## src/rtl/sec_timer_pkg.sv

```systemverilog
// Shared definitions for the seconds timer: FSM encoding and the default
// timer clock frequency.
package sec_timer_pkg;

  // Run/pause control state.
  typedef enum logic {
    STOPPED = 1'b0,
    RUNNING = 1'b1
  } state_t;

  // PLL clkout: 50 MHz reference multiplied by 5.
  localparam int unsigned DEFAULT_CLK_FREQ_HZ = 250_000_000;

endpackage

```

## src/rtl/sec_timer_tick_prescaler.sv

```systemverilog
// Divides clk down to one wrap strobe per second. The counter only advances
// while en is high, so a pause keeps the sub-second phase. The tick output is
// the combinational wrap strobe; the parent registers it so that tick, seconds
// and blink all change on the same edge.
module tick_prescaler
  import sec_timer_pkg::*;
#(
  parameter int unsigned CLK_FREQ_HZ = DEFAULT_CLK_FREQ_HZ
) (
  input  logic clk,
  input  logic rst,
  input  logic en,
  input  logic clr,
  output logic tick
);

  localparam int unsigned CW = (CLK_FREQ_HZ > 1) ? $clog2(CLK_FREQ_HZ) : 1;
  localparam logic [CW-1:0] LAST = CW'(CLK_FREQ_HZ - 1);

  logic [CW-1:0] count;

  // A clear in the same cycle as the wrap swallows the pending tick.
  assign tick = en && !clr && (count == LAST);

  // Sub-second counter: clear wins, otherwise count 0..LAST while enabled.
  always_ff @(posedge clk or posedge rst) begin
    // NOTE: sequential state uses non-blocking assignments so every flop
    // samples pre-edge values regardless of process ordering.
    if (rst) begin
      count <= '0;
    end else if (clr) begin
      count <= '0;
    end else if (en) begin
      count <= (count == LAST) ? '0 : count + 1'b1;
    end
  end

endmodule

```

## src/rtl/sec_timer.sv

```systemverilog
// Seconds timer with start/stop/clear control, compare match and overflow
// flags. Counting is enabled in the cycle the FSM is about to be RUNNING, so
// the first tick lands exactly CLK_FREQ_HZ cycles after the start cycle.
module sec_timer
  import sec_timer_pkg::*;
#(
  parameter int unsigned CLK_FREQ_HZ = DEFAULT_CLK_FREQ_HZ,
  parameter int unsigned SEC_WIDTH   = 16
) (
  input  logic                 clk,
  input  logic                 rst,
  input  logic                 start,
  input  logic                 stop,
  input  logic                 clear,
  input  logic                 cmp_en,
  input  logic [SEC_WIDTH-1:0] cmp_value,
  input  logic                 match_ack,
  output logic                 tick,
  output logic [SEC_WIDTH-1:0] seconds,
  output logic                 running,
  output logic                 blink,
  output logic                 match,
  output logic                 overflow
);

  state_t               state;
  state_t               state_next;
  logic                 wrap;
  logic [SEC_WIDTH-1:0] sec_inc;

  assign sec_inc = seconds + 1'b1;
  assign running = (state == RUNNING);

  // Next-state logic: stop always wins over start.
  always_comb begin
    // NOTE: the default assignment first keeps this block free of latches.
    state_next = state;
    case (state)
      STOPPED: if (start && !stop) state_next = RUNNING;
      RUNNING: if (stop)           state_next = STOPPED;
      default:                     state_next = STOPPED;
    endcase
  end

  // FSM state register; clear leaves the run state untouched.
  always_ff @(posedge clk or posedge rst) begin
    if (rst) begin
      state <= STOPPED;
    end else begin
      state <= state_next;
    end
  end

  tick_prescaler #(
    .CLK_FREQ_HZ(CLK_FREQ_HZ)
  ) u_prescaler (
    .clk (clk),
    .rst (rst),
    .en  (state_next == RUNNING),
    .clr (clear),
    .tick(wrap)
  );

  // Tick pulse, seconds count, LED toggle and sticky overflow.
  always_ff @(posedge clk or posedge rst) begin
    if (rst) begin
      tick     <= 1'b0;
      seconds  <= '0;
      blink    <= 1'b0;
      overflow <= 1'b0;
    end else begin
      tick <= wrap;
      if (clear) begin
        seconds  <= '0;
        overflow <= 1'b0;
      end else if (wrap) begin
        seconds <= sec_inc;
        blink   <= ~blink;
        if (&seconds) overflow <= 1'b1;
      end
    end
  end

  // Sticky compare match: a fresh match beats a simultaneous acknowledge,
  // and only a seconds update can set it.
  always_ff @(posedge clk or posedge rst) begin
    if (rst) begin
      match <= 1'b0;
    end else if (clear) begin
      match <= 1'b0;
    end else if (wrap && cmp_en && (sec_inc == cmp_value)) begin
      match <= 1'b1;
    end else if (match_ack) begin
      match <= 1'b0;
    end
  end

endmodule

```

## config.mk

```make
export PLATFORM = sky130hd
export DESIGN_NAME = sec_timer
export DESIGN_NICKNAME = d
export VERILOG_FILES = /design/src/rtl/sec_timer_pkg.sv /design/src/rtl/sec_timer_tick_prescaler.sv /design/src/rtl/sec_timer.sv
export SDC_FILE = /design/constraint.sdc
export NUM_CORES = 1
export LEC_CHECK = 0
export ABC_AREA = 1
export BUFFER_PORTS_ARGS = -buffer_cell sky130_fd_sc_hd__buf_2
export CAP_MARGIN = 40
export CORE_UTILIZATION = 47
export CTS_CLUSTER_DIAMETER = 60
export DETAILED_ROUTE_END_ITERATION = 8
export PLACE_DENSITY_LB_ADDON = 0.2
export SLEW_MARGIN = 20
export SYNTH_ARGS = -nofsm -noshare
export SYNTH_HDL_FRONTEND = slang
export SYNTH_SLANG_ARGS = --single-unit
```

## constraint.sdc

```tcl
create_clock -name clk -period 2.9 [get_ports clk]
set_input_delay 0.725 -clock clk [delete_from_list [all_inputs] [get_ports clk]]
set_output_delay 0.725 -clock clk [all_outputs]
set_load 0.02 [all_outputs]
```

==> qor.yml <==
clkSlewWorstSetupHoldPaths_ns: 0.10
finalSetupViolations: 0
finalInstanceArea_sq_um: 3780
slew-limit-headroom_pct: 53.8
fin_crit_ns: 2.10
clock_skew_ns: 0.0120
min_period_over_period_pct: 72.5
cts_tree: "built"
routed_wirelength_mm: 8.66
antenna_found_initial: 0
max-vdd-ir-drop_uv: 159
synth.largest_area_cell: "dfrtp_1"
cap_violations: 0
area_growth_pct: 11.6
drc_errors: 0
grt.overflow.total: 0
crit_family: "simple AND/OR/NAND/NOR gates"
rsz0062_at_grt: "no"
drt_iter0_drc: 138
cts-root-buf: "clkbuf_8"
path_max_fanout: 14
cts_buffer_depth: 2
cp.arrival_ns: 2.26
fin_nets: 551
grt_pass1_wl_mm: 14.5
num_rows: 30
worstMarginPinSlew_ns: 0.692
p_per_area_nw_per_um2: 316
synth-seq-cells: 49
yosysSeqAreaShare_pct: 36.2
drtPass1Iterations: 4
routed-via-count: 3363
grt_util_all_layers_pct: 24.7
syn_area_per_cell_sq_um: 7.03
cpPeakStageDelay_ns: 0.39
critPathMostFrequentCell: "nand2_2"
die_width_microns: 86.9
die-area_sq_um: 7560
netlist_area_sq_um: 3390
postCtsHoldBufs: 0
cts_setup_buffers: 0
yosysTopAreaCellShare_pct: 36.2
cp_data_required_time_ns: 3.06
synthDistinctLibCells: 39
cts_resized: 0
criticalPathCategory: "flip-flop to flip-flop"
gp_congestion: 1.01
synth_area_leaders: "dfrtp_1, nand2_1, nand3_1"
viasPerCell: 5.40
hold_viol: 0
htree_levels: 2
drtAntennaViolNets: 0
drive_gt1_share_pct: 16.3
slew_viol_final: 0
initial_core_util_pct: 49.3
hpwl_mm: 6.57
wl_per_cell_microns: 13.9
diodes: 0
ys_warn_count: 0
grt_max_degree: 29
start_kind: "flip-flop"
cts_sinks: 49
path_buf_inv: 1
worst_path_max_delay_cell: "dfrtp_1"
postPlaceCellArea_sq_um: 3700
status: "finished clean"
numCtsBuffers: 5
fmax_mhz: 475
io_buffers: 43
hold_path_class: "primary input to async pin"
synth_fp_nets: 507
core_sq_um: 6870
insertion_delay_ns: 0.31
fin_tns_setup_ns: 0
grt_pass1_vias: 3262
crit_chain: "ha_1 -> nand2_2 -> nor3_4 -> nand2_2 -> nor3_2 -> nand2_1 -> nand2_2 -> inv_2 -> o211ai_1 -> o21ai_0"
die_h_microns: 86.9
synth_cells: 482
leakage_nw: 1.76
io_pins: 44
crit_path_end_kind: "flip-flop"
-- final cells by class --
type	instances	area [sq um]
Clock inverter	1	7.51
Sequential cell	49	1230
Tap cell	96	120
Clock buffer	7	76.3
Fill cell	668	3090
Inverter	74	278
Multi-Input combinational cell	351	1830
Timing Repair Buffer	45	243
-- logic make-up after synthesis --
group | Yosys count | share of synthesized area (%)
AOI/OAI and AO/OA | 65 | 11.0
DFF | 49 | 36.2
buffers and inverters | 82 | 9.75
xor gates and xnor gates | 15 | 4.32
adders and majority gates | 2 | 0.738
and+or+nand+nor | 269 | 38.0
-- routing by layer --
layer  wire length [microns]  global-route usage, %
met5                       0                      0
met4                     201                   10.6
met2                    4200                   42.9
met3                     442                   4.36
met1                    3810                   30.2
-- report_power, final --
part | switching, mW | internal, mW
logic | 0.0599 | 0.0307
clock network | 0.244 | 0.172
registers | 0.00264 | 0.686
-- layout by cell type (no fill, tap or decap), drive strengths merged, types with 3 or more instances in the layout --
cell type and n:
a21oi 10, buf 45, clkbuf 7, dfrtp 49, inv 74, nand2 117, nand3 59, nand3b 3
nand4 22, nor2 44, nor3 18, nor4 4, o21ai 35, o22ai 14, xnor2 4, xor2 10
-- cells in the mapped netlist (all sizes together) --
cell type and number:
a21o 1, a21oi 10, a22o 1, a22oi 1, a2bb2oi 1, buf 5
clkbuf 3, dfrtp 49, ha 2, inv 74, nand2 117, nand3 59
nand3b 3, nand4 22, nor2 44, nor3 18, nor4 4, o211ai 1
o21ai 35, o22ai 14, o32ai 1, or2 2, xnor2 4, xor2 10
xor3 1
-- worst paths after layout --
path | from | endpoint | slack [ns] | cells past startpoint
worst max-delay path | u_prescaler.count[0] | u_prescaler.count[17] | 0.80 | 10
worst min-delay path | rst | seconds[3] | 0.51 | 2
worst max register to register | u_prescaler.count[0] | u_prescaler.count[17] | 0.80 | 10
worst min register to register | blink | blink | 0.51 | 1
max in group asynchronous | rst | u_prescaler.count[19] | 1.83 | 3
min in group clk | blink | blink | 0.51 | 1
-- metrics by stage --
step	total power, mW	hold WS [ns]	utilization, %	cells	setup WS (ns)
2_1_floorplan	0.756	0.485	-	482	1.00
5_1_grt	1.24	0.542	55.1	623	0.572
3_3_place_gp	0.793	0.475	53.9	615	0.743
3_5_place_dp	0.794	0.497	53.9	615	0.717
6_report	1.19	0.505	55.1	623	0.796
4_1_cts	1.21	0.515	55.1	623	0.786
-- registers in the layout, summed over array words and instances (netlist names) --
| signal | cells |
|---|---|
| u_prescaler.count | 28 |
| blink | 1 |
| tick | 1 |
| overflow | 1 |
| seconds | 16 |
| match | 1 |
| running | 1 |
Note: power is estimated with default switching activity, not from simulation.
